<file path="src/rtl/data_table_rd_arbiter.sv">
// data_table_rd_arbiter
// Shares the data-table RAM read port (port A) among ENG_CNT lookup engines.
// It grants one engine per cycle in round-robin order. An engine can lock the
// port so that it walks a bucket chain without other engines interleaving.
// Each grant is delayed by RAM_LATENCY cycles, which tells the engine when the
// broadcast read data belongs to it.
// Optional build macro DATA_TABLE_RD_ARB_STARVE_GUARD_EN adds per-engine wait
// counters. When an engine has waited 255 cycles, they break a lock and raise
// the starve_o output.

module data_table_rd_arbiter #(
   parameter int ENG_CNT     = 4,
   parameter int A_WIDTH     = 10,
   parameter int D_WIDTH     = 64,
   parameter int RAM_LATENCY = 2
) (
   input  logic                       clk_i,
   input  logic                       rst_i,
   input  logic [ENG_CNT-1:0]         rd_req_i,
   input  logic [ENG_CNT-1:0]         rd_lock_i,
   input  logic [ENG_CNT*A_WIDTH-1:0] rd_addr_i,
   output logic [ENG_CNT-1:0]         rd_gnt_o,
   output logic [D_WIDTH-1:0]         rd_data_o,
   output logic [ENG_CNT-1:0]         rd_data_val_o,
   output logic [A_WIDTH-1:0]         ram_rd_addr_o,
   output logic                       ram_rd_en_o,
   input  logic [D_WIDTH-1:0]         ram_rd_data_i
`ifdef DATA_TABLE_RD_ARB_STARVE_GUARD_EN
   ,
   output logic [ENG_CNT-1:0]         starve_o
`endif
);

   localparam int IDX_W = (ENG_CNT > 1) ? $clog2(ENG_CNT) : 1;

   localparam logic [0:0] ST_IDLE   = 1'b0;
   localparam logic [0:0] ST_LOCKED = 1'b1;

   logic [0:0]         state_q, state_d;
   logic [IDX_W-1:0]   ptr_q, ptr_d;
   logic [IDX_W-1:0]   owner_q, owner_d;
   logic [A_WIDTH-1:0] addr_hold_q;
   logic               gnt_valid;
   logic [IDX_W-1:0]   gnt_idx;
   logic [ENG_CNT-1:0] val_pipe_q [RAM_LATENCY];

   function automatic logic [IDX_W-1:0] next_idx(input logic [IDX_W-1:0] idx);
      if (int'(idx) == ENG_CNT - 1) return '0;
      return idx + IDX_W'(1);
   endfunction

`ifdef DATA_TABLE_RD_ARB_STARVE_GUARD_EN
   logic [7:0]         wait_cnt_q [ENG_CNT];
   logic [ENG_CNT-1:0] starve_vec;
   logic               starve_hit;
   logic [IDX_W-1:0]   starve_idx;

   // Find engines that waited 255 cycles behind a lock; the lowest index is chosen to be served first
   always_comb begin
      starve_vec = '0;
      starve_idx = '0;
      for (int k = ENG_CNT - 1; k >= 0; k--) begin
         starve_vec[k] = (state_q == ST_LOCKED) && rd_req_i[k] && (wait_cnt_q[k] == 8'hFF);
         if (starve_vec[k]) starve_idx = IDX_W'(k);
      end
      starve_hit = |starve_vec;
   end

   assign starve_o = starve_hit ? (ENG_CNT'(1) << starve_idx) : '0;

   // Count consecutive waiting cycles per engine; a grant or a dropped request clears the count
   always_ff @(posedge clk_i or posedge rst_i) begin
      if (rst_i) begin
         for (int k = 0; k < ENG_CNT; k++) wait_cnt_q[k] <= '0;
      end else begin
         for (int k = 0; k < ENG_CNT; k++) begin
            if (!rd_req_i[k] || rd_gnt_o[k]) wait_cnt_q[k] <= '0;
            else if (wait_cnt_q[k] != 8'hFF) wait_cnt_q[k] <= wait_cnt_q[k] + 8'd1;
         end
      end
   end
`endif

   // Pick the winner: the lock owner only, or else the first requester at or after the pointer
   always_comb begin
      int j;
      j         = 0;
      gnt_valid = 1'b0;
      gnt_idx   = '0;
      if (state_q == ST_LOCKED) begin
         if (rd_req_i[owner_q]) begin
            gnt_valid = 1'b1;
            gnt_idx   = owner_q;
         end
      end else begin
         for (int i = ENG_CNT - 1; i >= 0; i--) begin
            j = int'(ptr_q) + i;
            if (j >= ENG_CNT) j = j - ENG_CNT;
            if (rd_req_i[j]) begin
               gnt_valid = 1'b1;
               gnt_idx   = IDX_W'(j);
            end
         end
      end
   end

   assign rd_gnt_o      = gnt_valid ? (ENG_CNT'(1) << gnt_idx) : '0;
   assign ram_rd_en_o   = gnt_valid;
   assign ram_rd_addr_o = gnt_valid ? rd_addr_i[gnt_idx*A_WIDTH +: A_WIDTH] : addr_hold_q;
   assign rd_data_o     = ram_rd_data_i;
   assign rd_data_val_o = val_pipe_q[RAM_LATENCY-1];

   // Lock and round-robin bookkeeping; the pointer stays frozen while an owner holds the port
   always_comb begin
      state_d = state_q;
      ptr_d   = ptr_q;
      owner_d = owner_q;
      if (state_q == ST_IDLE) begin
         if (gnt_valid) begin
            ptr_d = next_idx(gnt_idx);
            if (rd_lock_i[gnt_idx]) begin
               state_d = ST_LOCKED;
               owner_d = gnt_idx;
            end
         end
      end else begin
         if (!rd_lock_i[owner_q]) begin
            state_d = ST_IDLE;
            ptr_d   = next_idx(owner_q);
         end
`ifdef DATA_TABLE_RD_ARB_STARVE_GUARD_EN
         if (starve_hit) begin
            state_d = ST_IDLE;
            ptr_d   = starve_idx;
         end
`endif
      end
   end

   // Arbiter state registers, plus the last issued address so that an idle cycle leaves the RAM address unchanged
   always_ff @(posedge clk_i or posedge rst_i) begin
      if (rst_i) begin
         state_q     <= ST_IDLE;
         ptr_q       <= '0;
         owner_q     <= '0;
         addr_hold_q <= '0;
      end else begin
         state_q <= state_d;
         ptr_q   <= ptr_d;
         owner_q <= owner_d;
         if (gnt_valid) addr_hold_q <= rd_addr_i[gnt_idx*A_WIDTH +: A_WIDTH];
      end
   end

   // Delay each grant by the RAM latency so the valid strobe lines up with the returning data
   always_ff @(posedge clk_i or posedge rst_i) begin
      if (rst_i) begin
         for (int i = 0; i < RAM_LATENCY; i++) val_pipe_q[i] <= '0;
      end else begin
         val_pipe_q[0] <= rd_gnt_o;
         for (int i = 1; i < RAM_LATENCY; i++) val_pipe_q[i] <= val_pipe_q[i-1];
      end
   end

endmodule

</file>
<file path="config.mk">
export PLATFORM = sky130hd
export DESIGN_NAME = data_table_rd_arbiter
export DESIGN_NICKNAME = d
export VERILOG_FILES = /design/src/rtl/data_table_rd_arbiter.sv
export SDC_FILE = /design/constraint.sdc
export NUM_CORES = 1
export LEC_CHECK = 0
export CORE_UTILIZATION = 32
export CTS_CLUSTER_DIAMETER = 200
export CTS_CLUSTER_SIZE = 10
export DETAILED_ROUTE_END_ITERATION = 8
export MAX_ROUTING_LAYER = met4
export PLACE_DENSITY = 0.95
export SYNTH_ARGS = -nofsm -noshare
export SYNTH_HDL_FRONTEND = slang
export SYNTH_SLANG_ARGS = --single-unit
</file>
<file path="constraint.sdc">
create_clock -name clk_i -period 7.05 [get_ports clk_i]
set_clock_uncertainty 0.15 [all_clocks]
set_input_delay 0.705 -clock clk_i [delete_from_list [all_inputs] [get_ports clk_i]]
set_output_delay 0.705 -clock clk_i [all_outputs]
set_load 0.02 [all_outputs]
</file>
# Word level (Yosys, flattened, before mapping)

Cells that the tools add are included.

Shifts and indexed selects: 2
Div/mod/pow operators: 0
Bitwise logic cells: 1
Add/subtract/negate cells: 9
Order comparisons: 10
Equality and inequality tests: 3
Reductions and logical operators: 3
Muxes and demuxes: 57
Multiply operators: 1

Operators with widths:

| kind                                                                          | count |
|---|---|
| 32-bit 2-to-1 mux                                                             | 8 |
| 32-bit by 4-bit less-than comparator with 1-bit output, second input constant | 4 |
| 40-bit by 7-bit indexed part select with 10-bit output                        | 1 |
| 1-bit 2-to-1 mux                                                              | 27 |
| 2-bit 2-to-1 mux                                                              | 13 |
| 1-bit binary-select mux with 2-bit select                                     | 7 |
| 3-bit by 3-bit subtractor with 4-bit output, second input constant            | 3 |
| 10-bit 2-to-1 mux                                                             | 1 |
| 3-bit >= comparator, second input constant                                    | 3 |
| 2-bit by 2-bit adder with 3-bit output, second input constant                 | 2 |
| 2-bit by 3-bit less-than comparator with 1-bit output, second input constant  | 2 |
| 2-bit by 3-bit multiplier with 5-bit output, second input constant            | 1 |
| 2-bit by 1-bit adder with 2-bit output, second input constant                 | 2 |
| 2-bit by 1-bit equality test with 1-bit output, second input constant         | 2 |
| 4-bit 2-to-1 mux                                                              | 1 |
| 1-bit by 2-bit << shifter with 4-bit output, first input constant             | 1 |
| 2-bit by 3-bit subtractor with 4-bit output, second input constant            | 1 |
| 2-bit by 1-bit adder with 3-bit output, second input constant                 | 1 |
| 2-bit by 3-bit >= comparator with 1-bit output, second input constant         | 1 |
| 3-bit AND reduction                                                           | 1 |
| 2-bit != test, second input constant                                          | 1 |
| 2-bit AND reduction                                                           | 1 |
| 2-bit nonzero test                                                            | 1 |
| 1-bit NOT                                                                     | 1 |

ROM bits: 0
Output and inout bits: 83
Memories kept: 0
Flip-flop bits (word level): 23
RAM bits: 0
Latch bits: 0

# Longest topological paths before layout

Gate-level depths: netlist of the first run.

Depth in word-level cells: 19
Mapped depth: 10
Mapped depth without buffers: 8

# Worst setup path before layout of the first run

No wires, ideal clock.

Path type: input port to output port
From: input rd_req_i[3]
To: output ram_rd_addr_o[0]
Data arrival time: 2.671 ns
Stages on the path: 7
Setup slack: 3.524 ns
Path through: clkbuf_1 -> and4bb_1 -> o31a_1 -> or3_1 -> buf_6 -> clkbuf_1 -> a221oi_1

Longest elaborated chain between the ends: 11
Elaborated cells between the ends (all ways): 29

Ends and longest elaborated chain:

| item                                                     | line | text |
|---|---|---|
| from (decl)                                              | 19   | `input logic [ENG_CNT-1:0] rd_req_i,` |
| 1-bit binary-select mux with 2-bit select                | 99   | `if (rd_req_i[j]) begin` |
| 1-bit 2-to-1 mux (not written as such) (2 in a row)      | 99   |  |
| 2-bit 2-to-1 mux (4 in a row)                            | 99   |  |
| 2-bit 2-to-1 mux *                                       | 90   | `if (state_q == ST_LOCKED) begin` |
| via gnt_idx[0]                                           | 44   | `logic [IDX_W-1:0] gnt_idx;` |
| 2-bit by 3-bit multiplier with 5-bit output *            | 109  | `assign ram_rd_addr_o = gnt_valid ? rd_addr_i[gnt_idx*A_WIDTH +: A_WIDTH] : addr_hold_q;` |
| 40-bit by 7-bit indexed part select with 10-bit output * | 109  |  |
| 10-bit 2-to-1 mux *                                      | --   |  |
| to (decl)                                                | 25   | `output logic [A_WIDTH-1:0] ram_rd_addr_o,` |

The timed path passes the listed nets; every way through them passes the cells marked *. The select of a mux whose other input is x is not followed.

# Worst setup path after layout of the first run

From: input rd_req_i[2]
To: output ram_rd_addr_o[5]

Longest elaborated chain between the ends: 11
Elaborated cells between the ends (all ways): 29

Ends and longest elaborated chain:

| item                                                   | line |
|---|---|
| 1-bit binary-select mux with 2-bit select              | 99 |
| 1-bit 2-to-1 mux (not written as such) (2 in a row)    | 99 |
| 2-bit 2-to-1 mux (4 in a row)                          | 99 |
| 2-bit 2-to-1 mux                                       | 90 |
| 2-bit by 3-bit multiplier with 5-bit output            | 109 |
| 40-bit by 7-bit indexed part select with 10-bit output | 109 |
| 10-bit 2-to-1 mux *                                    | -- |

Mark *: on every way between the ends. The rest lies on a longest branch, timed or not. The select of a mux whose other input is x is not followed.

==> flow_summary.toml, run 1 <==
[power_and_ir_drop]
p_sw_mw = 0.466
power.share.clock_pct = 7.9
p_sw_share_pct = 45.2
pwr-share-comb_pct = 68.7
p_leak_nw = 0.942
p_total_mw = 1.03
pwr-share-seq_pct = 23.4
p_per_area_nw_per_um2 = 465
ir_drop_v = 0.000222
internal-power_mw = 0.565

[hold_path]
min_to = "rd_data_val_o[3]"
holdCritStartpoint = "val_pipe_q[7]"
hold_depth = 0
hold_path.class = "register to register"

[global_routing]
grt_max_degree = 25
grt_overflow = 0
grt_usage_pct = 13.4
antenna_found_initial = 0
grt_pass1_wl_um = 6390
grt_pass1_vias = 1351

[critical_path]
critPathMaxFanout = 17
r2r-start = "ptr_q[1]"
end_kind = "primary output"
path_cells = "clkdlybuf4s50_1, and4bb_1, o31a_1, or3_1, a21oi_2, a221oi_1, clkdlybuf4s50_1"
crit_slowest_cell = "or3_1"
worstRegToRegCells = 7
cp_data_required_time_ns = 6.19
crit_top_cell = "clkdlybuf4s50_1"
startpoint_type = "primary input"
crit_arrival_ns = 3.93
rrSetupSlack_ns = 4.16
r2r-end = "owner_q[0]"
critical_path_class = "primary input to primary output"
max_stage_delay_ns = 0.69

[clocking]
cts_setup_buffers = 0
htreeDepth = 1
clkLatencyLatePin_ns = 0.26
tritoncts = "yes"
cts_resized = 0
cts_buffers = 3
cts_sinks = 23
clockBufferDepth = 2
ctsHoldBuffers = 0
cts_root_buffer = "clkbuf_8"
clk_pin_slew_ns = 0.08

[outcome]
status = "complete, no violations"

[placed_design]
dp.cells = 275
portBuffers = 68
hpwl_um = 3160
place_area_um2 = 2170
dp_worst_setup_slack_ns = 2.26
gp_congestion = 0.799

[sta]
finalCriticalPeriod_ns = 4.78
drv_slew = 0
setup_tns_ns = 0
fin_ws_ns = 2.27
hold_viol_final = 0
maxSlewHeadroom_pct = 40.3
hold-worst-slack_ns = 0.205
finalSetupViolations = 0
rsz0062_at_grt = "no"
post-route-period-util_pct = 67.9
tightest_slew_ns = 0.895
max_clock_freq_mhz = 209

[synthesis]
synth.avg_cell_area_um2 = 9.32
ys_top_cells_by_area = "dfrtp_1 (30%), buf_4 (27%), mux2i_1 (12%)"
synth_common_cells = "buf_4 (69), mux2i_1 (24), dfrtp_1 (23), nor2_1 (18), a221oi_1 (10)"
ys_warn_count = 0
synthArstFlopShare_pct = 100
synthCells = 209
yosysMostFrequentCell = "buf_4"
synth_seq_cells = 23
synth_edf_count = 0
synth_cell_types = 32
syn_nets = 328
seq_area_frac_synth_pct = 29.6
synthFlopType = "dfrtp_1"
syn_area_um2 = 1950
synth_top_area_cell = "dfrtp_1"
synth_top_area_share_pct = 29.6

[cells_and_area]
syn_to_final_growth_pct = 14.0
fin_util_pct = 37.7
final_nets = 324
fin_cells = 279
n_antenna_cell = 0
final_area_um2 = 2220
drive_gt1_share_pct = 5.88

[floorplan]
die_x_um = 80
ioPinCount = 197
num_rows = 28
chipHeight_um = 80
start_util_pct = 33.1
core-area_um2 = 5890
dieArea_um2 = 6400

[routing]
wl_per_cell_um = 15.2
via_per_inst = 4.94
firstDrtPassIters = 4
ant_nets = 0
dr.first_iter.drc_count = 65
finalWirelength_um = 4230
post-route-drc-count = 0
vias = 1377

[run]
drv_cap = 0
worst max-delay path, delay by kind of cell:
family          cells  cell delay, ns
compound gates      3            1.10
buf+inv             2            1.18
simple gates        2            0.94
layout by cell type, fill, tap and decap left out, drive strengths merged:
cell,count
clkdlybuf4s50,68
mux2i,24
dfrtp,23
nor2,18
a221oi,10
a21oi,10
nand2,7
inv,6
and2,5
ha,5
clkbuf,3
mux2,3
a21o,2
o21ai,2
nand2b,2
nor3,2
o22ai,2
mux4,1
o41ai,1
o211ai,1
and4bb,1
o31a,1
nor4,1
or3,1
o21a,1
o221ai,1
o211a,1
clkinv,1
buf,1
how the worst max path moves through the flow:
stage / startpoint / endpoint / slack, ns / depth (start not counted)
floorplan: rd_req_i[3] / ram_rd_addr_o[0] / 3.52 / 7
global placement: rd_req_i[2] / ram_rd_addr_o[8] / 2.32 / 7
detailed placement: rd_req_i[2] / ram_rd_addr_o[0] / 2.26 / 7
CTS: rd_req_i[2] / ram_rd_addr_o[0] / 2.26 / 7
global route: rd_req_i[2] / ram_rd_addr_o[0] / 2.06 / 7
finish: rd_req_i[2] / ram_rd_addr_o[5] / 2.27 / 7
sequential cells by signal, indices dropped and copies added, names as in the netlist:
name           cells
addr_hold_q       10
rd_data_val_o      4
val_pipe_q         4
owner_q            2
ptr_q              2
state_q            1
layout make-up:
class                   count  area, um^2
clock buffers               3        41.3
clock inverters             1        5.00
fillers                   583        3670
inverters                   6        22.5
multi-input cells         102         793
flip-flops and latches     23         576
well taps                  75        93.8
repair buffers             69         688
cell families (layout without fill, tap and decap cells):
| family | Yosys count | in the layout | synth area share [%] |
|---|---|---|---|
| simple gates | 37 | 37 | 8.87 |
| buf+inv | 84 | 79 | 30.0 |
| fa+ha+maj | 5 | 5 | 3.21 |
| flops | 23 | 23 | 29.6 |
| mux | 28 | 28 | 15.6 |
| compound gates | 32 | 32 | 12.7 |
per-layer routing:
layer / global-route usage [%] / part of all wire [%]
met1: 15.0 / 39
met5: - / 0
met2: 22.1 / 50
met4: 4.64 / 1.1
met3: 4.91 / 9.6
power by group through the flow:
stage                     clock network [mW]  registers [mW]  logic [mW]
final                                 0.0810           0.242       0.709
after global routing                  0.0931           0.250       0.770
after CTS                             0.0875           0.241       0.715
after detailed placement                   0           0.244       0.714
after global placement                     0           0.240       0.699
after floorplan                            0           0.217       0.538
Power figures use the tool's default switching activity.
==> run 2: changes to the inputs <==
--- a/config.mk
+++ b/config.mk
@@ -5,12 +5,12 @@
 export SDC_FILE = /design/constraint.sdc
 export NUM_CORES = 1
 export LEC_CHECK = 0
-export CORE_UTILIZATION = 32
+export CORE_UTILIZATION = 30
 export CTS_CLUSTER_DIAMETER = 200
 export CTS_CLUSTER_SIZE = 10
 export DETAILED_ROUTE_END_ITERATION = 8
 export MAX_ROUTING_LAYER = met4
-export PLACE_DENSITY = 0.95
+export PLACE_DENSITY = 0.93
 export SYNTH_ARGS = -nofsm -noshare
 export SYNTH_HDL_FRONTEND = slang
 export SYNTH_SLANG_ARGS = --single-unit
==> constraint.sdc (replaced) <==
create_clock -name clk_i -period 4.8 [get_ports clk_i]
set_clock_uncertainty 0.15 [all_clocks]
set_input_delay 0.48 -clock clk_i [delete_from_list [all_inputs] [get_ports clk_i]]
set_output_delay 0.48 -clock clk_i [all_outputs]
set_load 0.02 [all_outputs]
==> flow_summary.toml, run 2 (synthesized netlist as in run 1, its figures left out) <==
[outcome]
status = "complete, no violations"

[hold_path]
hold_path.class = "register to register"
holdCritStartpoint = "val_pipe_q[6]"
min_to = "rd_data_val_o[2]"
hold_depth = 0

[clocking]
cts_root_buffer = "clkbuf_8"
cts_buffers = 3
clk_pin_slew_ns = 0.09
clockBufferDepth = 2
cts_setup_buffers = 0
cts_sinks = 23
clkLatencyLatePin_ns = 0.26
htreeDepth = 1
tritoncts = "yes"
ctsHoldBuffers = 0
cts_resized = 0

[placed_design]
hpwl_um = 3420
dp.cells = 276
gp_congestion = 0.830
portBuffers = 68

[routing]
vias = 1392
wl_per_cell_um = 15.7
wl_met3_um = 429
post-route-drc-count = 0
drt-met1-wl_um = 1660
finalWirelength_um = 4400
highest_layer = "met4"
met2WireLength_um = 2220
firstDrtPassIters = 4
dr.first_iter.drc_count = 48
via_per_inst = 4.97
ant_nets = 0

[critical_path]
worstRegToRegCells = 7
startpoint_type = "primary input"
crit_cells = 7
r2r-start = "ptr_q[1]"
critical_path_class = "primary input to primary output"
r2r-end = "owner_q[0]"
crit_top_cell = "clkdlybuf4s50_1"
cp_top_family = "buffers and inverters"
path_buf_inv = 3
max_stage_delay_ns = 0.68
rrSetupSlack_ns = 2.07
path_cells = "clkdlybuf4s50_1, and4bb_1, o31a_1, or3_1, buf_4, a221oi_1, clkdlybuf4s50_1"
crit_slowest_cell = "clkdlybuf4s50_1"
crit_arrival_ns = 3.47
end_kind = "primary output"
critPathMaxFanout = 10
cp_data_required_time_ns = 4.17

[power_and_ir_drop]
p_sw_mw = 0.686
p_total_mw = 1.53
p_leak_nw = 0.947
power.share.clock_pct = 7.9
ir_drop_v = 0.000328
pwr-share-comb_pct = 69.0
p_per_area_nw_per_um2 = 685
p_sw_share_pct = 45.0
internal-power_mw = 0.839
pwr-share-seq_pct = 23.1

[sta]
setup_tns_ns = 0
tightest_slew_ns = 0.871
rsz0062_at_grt = "no"
finalCriticalPeriod_ns = 4.10
maxSlewHeadroom_pct = 41.8
max_clock_freq_mhz = 244
post-route-period-util_pct = 85.4
hold_viol_final = 0
finalSetupViolations = 0
drv_slew = 0

[cells_and_area]
final_nets = 325
fillers = 620
drive_gt1_share_pct = 6.34
layout_common_cells = "clkdlybuf4s50_1 (68), mux2i_1 (24), dfrtp_1 (23)"
fin_cells = 280
n_antenna_cell = 0
syn_to_final_growth_pct = 14.4
final_common_cell = "clkdlybuf4s50_1"
regMostFlops = "addr_hold_q"
largest_register_ff_count = 10

[floorplan]
num_rows = 28
core-area_um2 = 6100
dieArea_um2 = 6820
die_x_um = 82.6
ioPinCount = 197
chipHeight_um = 82.6
start_util_pct = 31.9

[run]
drv_cap = 0

[global_routing]
grt_overflow = 0
grt_pass1_vias = 1416
grt_max_degree = 25
antenna_found_initial = 0
grt_usage_pct = 13.3
grt_pass1_wl_um = 6560
run 2: cell count changes in the layout (fill, tap and decap cells not counted), sizes merged:
cell | before | now
buf | 1 | 2
run 2: layer usage:
layer  GRT usage, %  up-vias
li1               -      639
met1           14.1      652
met2           21.9       83
met3           5.82       18
met4           5.00        0
met5              -        -
run 2: worst max path at each step:
stage                           start          endpoint  slack (ns)
final                     rd_req_i[2]  ram_rd_addr_o[6]        0.70
after floorplan           rd_req_i[3]  ram_rd_addr_o[0]        1.72
after detailed placement  rd_req_i[2]  ram_rd_addr_o[6]        0.75
after CTS                 rd_req_i[2]  ram_rd_addr_o[8]        0.74
after global routing      rd_req_i[2]  ram_rd_addr_o[8]        0.60
after global placement    rd_req_i[2]  ram_rd_addr_o[8]        0.80
run 2: power groups by stage:
| stage | clock network (mW) | registers [mW] | logic (mW) |
|---|---|---|---|
| 6_report | 0.120 | 0.353 | 1.05 |
| 5_1_grt | 0.134 | 0.367 | 1.14 |
| 4_1_cts | 0.128 | 0.353 | 1.06 |
| 3_5_place_dp | 0 | 0.356 | 1.06 |
| 3_3_place_gp | 0 | 0.352 | 1.04 |
| 2_1_floorplan | 0 | 0.318 | 0.791 |
run 2: worst reg2reg max path, delay by kind of cell, from the launching register on:
family | cells | cell delay [ns]
AO/OA/AOI/OAI | 3 | 0.58
flip-flops | 1 | 0.49
multiplexers | 2 | 0.70
AND/OR/NAND/NOR | 2 | 0.70
run 2: area by class of cell:
cell class	instances	area [um^2]	area share (%)
clock buffers	3	41.3	1.85
clock inverters	1	5.00	0.225
inverters	6	22.5	1.01
multi-input cells	102	793	35.6
flip-flops and latches	23	576	25.8
well taps	75	93.8	4.21
repair buffers	70	696	31.2
run 2: per-stage QoR:
step	hold slack [ns]	setup WS (ns)	util (%)	instance area, um^2
2_1_floorplan	0.181	1.72	-	1950
3_3_place_gp	0.182	0.800	35.8	2180
3_5_place_dp	0.185	0.746	35.8	2180
4_1_cts	0.206	0.739	36.5	2230
5_1_grt	0.225	0.599	36.5	2230
6_report	0.204	0.702	36.5	2230
